**src/rtl/result_drain_pkg.sv**
```systemverilog
// Shared types and default sizing for the result_drain block.
package result_drain_pkg;

    typedef enum logic {
        IDLE    = 1'b0,
        COLLECT = 1'b1
    } state_t;

    localparam int unsigned N_DEFAULT     = 32;
    localparam int unsigned BURST_DEFAULT = 64;
    localparam int unsigned DEPTH_DEFAULT = 64;

    // Number of free entries, given the occupancy of a DEPTH-entry FIFO.
    function automatic int unsigned free_slots(input int unsigned depth, input int unsigned used);
        return depth - used;
    endfunction

endpackage

```
**src/rtl/result_fifo.sv**
```systemverilog
// Synchronous first-word-fall-through FIFO; head word reads as zero while empty.
module result_fifo #(
    parameter int unsigned W     = 33,
    parameter int unsigned DEPTH = 64
) (
    input  logic                     CLK,
    input  logic                     RST_N,
    input  logic                     push,
    input  logic [W-1:0]             push_data,
    input  logic                     pop,
    output logic [W-1:0]             head_data,
    output logic [$clog2(DEPTH):0]   count
);

    localparam int unsigned AW = $clog2(DEPTH);
    localparam int unsigned CW = AW + 1;

    logic [W-1:0]  mem [DEPTH];
    logic [AW-1:0] wr_ptr;
    logic [AW-1:0] rd_ptr;
    logic          do_push;
    logic          do_pop;

    // A full FIFO only takes a push when a pop frees the slot in the same cycle.
    always_comb begin
        do_pop  = pop && (count != '0);
        do_push = push && ((count != CW'(DEPTH)) || do_pop);
    end

    always_ff @(posedge CLK) begin
        if (!RST_N) begin
            wr_ptr <= '0;
            rd_ptr <= '0;
            count  <= '0;
        end else begin
            if (do_push) begin
                wr_ptr <= AW'(wr_ptr + 1'b1);
            end
            if (do_pop) begin
                rd_ptr <= AW'(rd_ptr + 1'b1);
            end
            case ({do_push, do_pop})
                2'b10:   count <= CW'(count + 1'b1);
                2'b01:   count <= CW'(count - 1'b1);
                default: count <= count;
            endcase
        end
    end

    always_ff @(posedge CLK) begin
        if (do_push) begin
            mem[wr_ptr] <= push_data;
        end
    end

    assign head_data = (count != '0) ? mem[rd_ptr] : '0;

endmodule

```
**src/rtl/result_drain.sv**
```systemverilog
// Drains 64-word MAC result blocks into a FIFO and re-streams them over valid/ready.
// Optional burst summation is enabled by defining RESULT_DRAIN_SUM_EN.
module result_drain
    import result_drain_pkg::*;
#(
    parameter int unsigned N     = N_DEFAULT,
    parameter int unsigned BURST = BURST_DEFAULT,
    parameter int unsigned DEPTH = DEPTH_DEFAULT
) (
    input  logic                              CLK,
    input  logic                              RST_N,
    input  logic                              RDY_blockRead,
    output logic                              EN_blockRead,
    input  logic                              VALID_memVal,
    input  logic [N-1:0]                      memVal_data,
    output logic                              out_valid,
    input  logic                              out_ready,
    output logic [N-1:0]                      out_data,
    output logic                              out_last,
    output logic                              busy,
`ifdef RESULT_DRAIN_SUM_EN
    output logic                              sum_valid,
    output logic [N+$clog2(BURST)-1:0]        sum_data,
`endif
    output logic                              err
);

    localparam int unsigned AW = $clog2(DEPTH);
    localparam int unsigned CW = AW + 1;
    localparam int unsigned BW = $clog2(BURST);

    state_t        state;
    state_t        state_nx;
    logic [BW-1:0] beat;
    logic [BW-1:0] beat_nx;
    logic [CW-1:0] count;
    logic [N:0]    head;
    logic          push;
    logic          pop;
    logic          last_beat;
    logic          drop;
    logic          space_ok;
    logic          full;

    result_fifo #(
        .W     (N + 1),
        .DEPTH (DEPTH)
    ) u_fifo (
        .CLK       (CLK),
        .RST_N     (RST_N),
        .push      (push),
        .push_data ({last_beat, memVal_data}),
        .pop       (pop),
        .head_data (head),
        .count     (count)
    );

    assign out_valid = (count != '0);
    assign out_last  = head[N];
    assign out_data  = head[N-1:0];
    assign pop       = out_valid && out_ready;
    assign full      = (count == CW'(DEPTH));
    assign space_ok  = (CW'(free_slots(DEPTH, 32'(count))) >= CW'(BURST));

    // Next state, block-read request, push and drop decisions.
    always_comb begin
        state_nx     = state;
        beat_nx      = beat;
        EN_blockRead = 1'b0;
        push         = 1'b0;
        last_beat    = 1'b0;
        drop         = 1'b0;
        case (state)
            IDLE: begin
                EN_blockRead = RDY_blockRead && space_ok;
                drop         = VALID_memVal;
                if (EN_blockRead) begin
                    state_nx = COLLECT;
                    beat_nx  = '0;
                end
            end
            COLLECT: begin
                if (VALID_memVal) begin
                    push      = 1'b1;
                    last_beat = (beat == BW'(BURST - 1));
                    beat_nx   = BW'(beat + 1'b1);
                    drop      = full && !pop;
                    if (last_beat) begin
                        state_nx = IDLE;
                    end
                end
            end
            default: begin
                state_nx = IDLE;
            end
        endcase
    end

    always_ff @(posedge CLK) begin
        if (!RST_N) begin
            state <= IDLE;
            beat  <= '0;
            busy  <= 1'b0;
            err   <= 1'b0;
        end else begin
            state <= state_nx;
            beat  <= beat_nx;
            busy  <= (state_nx == COLLECT);
            err   <= err || drop;
        end
    end

`ifdef RESULT_DRAIN_SUM_EN
    localparam int unsigned SW = N + BW;

    logic [SW-1:0] acc;
    logic [SW-1:0] acc_nx;

    assign acc_nx = SW'(acc + SW'(memVal_data));

    // Accumulator restarts with each block request; result published after the last beat.
    always_ff @(posedge CLK) begin
        if (!RST_N) begin
            acc       <= '0;
            sum_valid <= 1'b0;
            sum_data  <= '0;
        end else begin
            sum_valid <= push && last_beat;
            if (EN_blockRead) begin
                acc <= '0;
            end else if (push) begin
                acc <= acc_nx;
            end
            if (push && last_beat) begin
                sum_data <= acc_nx;
            end
        end
    end
`endif

endmodule

```
**config.mk**
```make
export PLATFORM = sky130hd
export DESIGN_NAME = result_drain
export DESIGN_NICKNAME = d
export VERILOG_FILES = /design/src/rtl/result_drain_pkg.sv /design/src/rtl/result_fifo.sv /design/src/rtl/result_drain.sv
export SDC_FILE = /design/constraint.sdc
export NUM_CORES = 2
export LEC_CHECK = 0
export ABC_AREA = 1
export CELL_PAD_IN_SITES_DETAIL_PLACEMENT = 1
export CELL_PAD_IN_SITES_GLOBAL_PLACEMENT = 1
export CORE_UTILIZATION = 45
export CTS_BUF_LIST = sky130_fd_sc_hd__clkbuf_8
export DETAILED_ROUTE_END_ITERATION = 10
export PLACE_DENSITY_LB_ADDON = 0.1
export SYNTH_ARGS = -nofsm -noshare
export SYNTH_HDL_FRONTEND = slang
export SYNTH_SLANG_ARGS = --single-unit
```
**constraint.sdc**
```tcl
create_clock -name CLK -period 7.3 [get_ports CLK]
set_input_delay 0.73 -clock CLK [delete_from_list [all_inputs] [get_ports CLK]]
set_output_delay 0.73 -clock CLK [all_outputs]
set_load 0.1 [all_outputs]
```
Word level (Yosys, flattened, before mapping)
Memories as Yosys holds them, arrays and structs flattened. A register that Yosys moved wholly into a read port is not among the register bits.
Cells that the tools add are included.
Word-level totals
  register bits: 27
  RAM bits: 2112
  output and inout bits: 37
  memories kept: 1
Cells by class
  add/subtract/negate cells: 6
  $lt $le $gt $ge: 1
  eq/ne operators: 7
  mux-type cells: 20
  bitwise gates (word level): 1
  reduce and logical (&&, ||, !) cells: 11
Memory list
  u_fifo.mem: depth 64, bits a word 33, read ports 1, clocked after Yosys merged registers in 1, write ports 1, RTL line result_fifo.sv:18  | logic [W-1:0] mem [DEPTH];
Operators with widths (number)
  two-way mux 33 bit: 1
  two-way mux 6 bit: 4
  adder 6 x 1 -> 6 bit, second input constant: 3
  case mux 7 bit (2 select lines): 1
  case mux 6 bit (2 select lines): 1
  two-way mux 1 bit: 11
  adder 7 x 1 -> 7 bit, second input constant: 1
  equality test 7 bit, second input constant: 1
  greater-or-equal comparator 7 bit, second input constant: 1
  inequality test 7 bit, second input constant: 1
  nonzero test 7 bit: 1
  subtractor 7 x 1 -> 7 bit, second input constant: 1
  subtractor 7 bit, first input constant: 1
  equality test 6 bit, second input constant: 1
  logical AND 1 bit: 5
  inequality test 2 bit, second input constant: 2
  case mux 1 bit (2 select lines): 2
  equality test 2 x 1 -> 1 bit, second input constant: 1
  equality test 2 bit, second input constant: 1
  logical OR 1 bit: 2
  AND reduction 2 bit: 1
  nonzero test 2 bit: 1
  logical NOT 1 bit: 1
  NOT 1 bit: 1

Depth between registers and ports, before layout
  word-level depth: 7
  mapped depth: 15
  depth with buffers taken out: 15

By module
From an unflattened synthesis, not the netlist that was laid out.
Second synthesis, totals
  cells, all modules: 7224
  area total of the unflattened synthesis: 86334.1 µm²
By module, submodules not included
  result_fifo: instances 1, cells an instance 7143, area each 85794.8 µm², sequential area each 63921.3 µm²
  result_drain: instances 1, cells an instance 81, area each 539.3 µm², sequential area each 160.2 µm²

Worst setup path before layout
OpenSTA, ideal clock, no wires.
  kind: register to register
  from: register state
  to: memory u_fifo.mem[63][0], enable pin
  library setup time: 0.467 ns
  data arrival time: 4.165 ns
  data required time: 6.833 ns
  path slack: 2.668 ns
  stages on the path, launching flop included: 7
  path buffers: 0
  cell sequence: dfxtp_1 -> nand2_2 -> inv_1 -> nand2_1 -> clkinv_1 -> nand2_2 -> nor3_1
Between the ends
  longest elaborated chain between the ends: 4
Ends and longest elaborated chain
  from (decl): RTL line result_drain.sv:32  | state_t state;
  from (signal assigned): RTL line result_drain.sv:106  | state <= state_nx;
  two-way mux 1 bit: RTL line result_drain.sv:73  | case (state)
  logical AND 1 bit: RTL line result_fifo.sv:27  | do_push = push && ((count != CW'(DEPTH)) || do_pop);
  two-way mux 1 bit: RTL line result_fifo.sv:51  | if (do_push) begin
  two-way mux 1 bit (implied by the code): RTL line result_fifo.sv:52  | mem[wr_ptr] <= push_data;
  to (decl): RTL line result_fifo.sv:18
Every way passes these cells.

==> flow_metrics.tcl <==
set metrics [dict create \
    status "finished clean" \
    num_rows 160 \
    dr.pass1.iters 8 \
    fin_skew_ns 0.07668 \
    initial_utilization_pct 45.36 \
    synth_top_area_share_pct 73.52 \
    cts_buffer_depth 4 \
    cts_htree_levels 5 \
    rsz0062_at_grt "no" \
    insertion_delay_ns 1.09 \
    yosysWarnings 0 \
    post_drt_wl_per_cell_um 27.27 \
    synth.cell_area_sq_um 86260 \
    p_leak_nw 34.22 \
    syn-instance-count 7205 \
    fin_cells 10158 \
    vias 58625 \
    ant_nets 0 \
    path_buf_inv 3 \
    wirelength_um 277000 \
    hp-class "in2reg" \
    post_cts_buffers 0 \
    drc 0 \
    max_freq_mhz 160.0 \
    dp_hpwl_um 146800 \
    grt_usage_pct 28.50 \
    antenna_found_initial 5 \
    numCtsBuffers 376 \
    grt_pass1_wl_um 405000 \
    die-area_sq_um 193400 \
    grt_max_degree 176 \
    synth_cell_types 32 \
    path_clk_slew_ns 0.05 \
    power.density_nw_per_um2 337.9 \
    crit_fanout 86 \
    tightest_slew_ns 1.230 \
    yosysMostFrequentCell "nand2_1" \
    gp_congestion 0.8062 \
    slew_headroom_pct 17.83 \
    avgViaCountPerCell 5.771 \
    gr-total-overflow 0 \
    cts-resized-gates 0 \
    path_cells "buf_4 > buf_4 > nand2_1 > nand3_1 > nand3_1 > nand2_1 > nand2_1 > nand2_1 > nand2_1 > nand3_1 > nand2_1 > nor2_1 > buf_4" \
    max_cap_violations 0 \
    cp.arrival_ns 5.52 \
    path_common_cell "nand2_1" \
    worst_path_dominant_cell_family "buffers and inverters" \
    cts_tree "built" \
    synth_seq_cells 2145 \
    async_flop_share_pct 0 \
    yosys-top-cells-area "edfxtp_1 74%, nand3_1 11%, nand2_1 10%" \
    post-place-cells 9510 \
    clkSinkCount 2145 \
    vdd_drop_max_mv 0.3116 \
    cpPeakStageDelay_ns 0.84 \
    cts-hold-fix-buffers 0 \
    fp.dieW_um 439.8 \
    fin_crit_ns 6.249 \
    drt_iter0_drc 5507 \
    syn_nets 7251 \
    area_growth_pct 11.47 \
    setup-tns-final_ns 0 \
    first_global_vias 60353 \
    finalSetupViolations 0 \
    drive_above_1_share_pct 9.814 \
    coreArea_sq_um 190200 \
    yosys_most_used_dff "edfxtp_1" \
    die_h_um 439.8 \
    end_kind "output port" \
    utilization_pct 50.56 \
    synth_edf_count 2112 \
    synthTopCellsByCount "2346 x nand2_1, 2112 x edfxtp_1, 1833 x nand3_1" \
    avgSynthCellArea_sq_um 11.97 \
    maxSlewViolCount 0 \
    pin_count 74 \
    final_nets 7423 \
    yosys.area.top_type "edfxtp_1" \
    crit_type "reg2out" \
    crit_slowest_cell "buf_4" \
    synth-seq-area-share_pct 74.29 \
    post-route-period-util_pct 85.60 \
    portBuffers 73 \
    hold_viol 0 \
    required_ns 6.57 \
    cts-root-buf "clkbuf_8" \
    cp-start-kind "flop" \
]
cells in the final DEF, fill, tap and decap left out, types with 3 or more instances in the layout:
cell and n:
buf_12 19, edfxtp_1 2112, nor2_1 144, clkinv_1 96, dfxtp_1 27, clkbuf_8 385
ha_1 8, inv_1 154, buf_2 31, nand2_1 2346, dfxtp_4 5, a21oi_1 55
nor2_4 65, nand4_1 7, diode_2 5, o22ai_1 21, nand3_1 1833, clkdlybuf4s50_1 14
o21ai_0 57, a31oi_1 6, clkinv_2 29, nor3_1 3, inv_2 3, buf_4 194
inv_8 4
worst register-to-register path: cells and delay by family (launching register included):
kind,cells,cell delay [ns]
AND/OR/NAND/NOR,8,2.83
buffers and inverters,1,0.53
flip-flops,1,0.44
report_power, final:
| part | total [mW] | switching [mW] | internal, mW |
|---|---|---|---|
| Sequential | 13.7 | 0.123 | 13.6 |
| Clock | 9.73 | 4.88 | 4.84 |
| Combinational | 9.04 | 6.90 | 2.14 |
| Total | 32.5 | 11.9 | 20.6 |
per-layer routing:
metal | wire length (um) | track usage (%) | vias up | share of wire [%]
met4 | 9173 | 10.16 | 2 | 3.3
met1 | 121200 | 39.56 | 30331 | 44
met5 | 13 | 0 | - | 0.0047
met3 | 15090 | 4.121 | 460 | 5.4
met2 | 131500 | 45.85 | 1875 | 47
li1 | - | - | 25957 | -
registers in the layout (all words and copies together), names as in the netlist, named ones only:
register,flops
beat,6
err,1
state,1
u_fifo.count,7
u_fifo.mem,2112
u_fifo.rd_ptr,6
u_fifo.wr_ptr,6
cells by family (layout without fill, tap and decap cells):
| kind of cell | count (synthesis) | after routing | share of synthesized area (%) |
|---|---|---|---|
| adders and majority gates | 9 | 9 | 0.1393 |
| and+or+nand+nor | 4409 | 4409 | 21.92 |
| DFF | 2145 | 2145 | 74.29 |
| xor gates and xnor gates | 3 | 3 | 0.03047 |
| buffers and inverters | 497 | 934 | 2.749 |
| other | 0 | 5 | 0 |
| AOI/OAI and AO/OA | 142 | 142 | 0.8717 |
metrics by stage:
| step | area [sq um] | worst slack (ns) | hold slack [ns] | total power, mW |
|---|---|---|---|---|
| after floorplan | 86260 | 2.668 | 0.4542 | 20.06 |
| after global placement | 89820 | 2.043 | 0.4706 | 22.89 |
| after detailed placement | 89820 | 1.975 | 0.4728 | 23.04 |
| after CTS | 96140 | 0.8112 | 0.2203 | 32.74 |
| after global routing | 96150 | 0.7314 | 0.2791 | 33.87 |
| final | 96160 | 1.051 | 0.3107 | 32.49 |
path summary, 6_finish.rpt:
| check | startpoint | endpoint | slack, ns | cells after the start |
|---|---|---|---|---|
| setup / recovery | flop | out_data[17] | 1.05 | 13 |
| hold / removal | memVal_data[17] | u_fifo.mem[52][17] | 0.31 | 1 |
| setup reg to reg | u_fifo.count[0] | u_fifo.mem[13][30] | 3.13 | 9 |
| hold reg to reg | beat[3] | beat[3] | 0.48 | 2 |
cell type report:
cell class,instances,area (sq um)
Antenna cell,5,12.51
Clock buffer,385,5299
Clock inverter,258,1022
Fill cell,19679,94030
Inverter,33,156.4
Multi-Input combinational cell,4563,20290
Sequential cell,2145,64100
Tap cell,2511,3142
Timing Repair Buffer,258,2132
(Power assumes the default switching activity.)
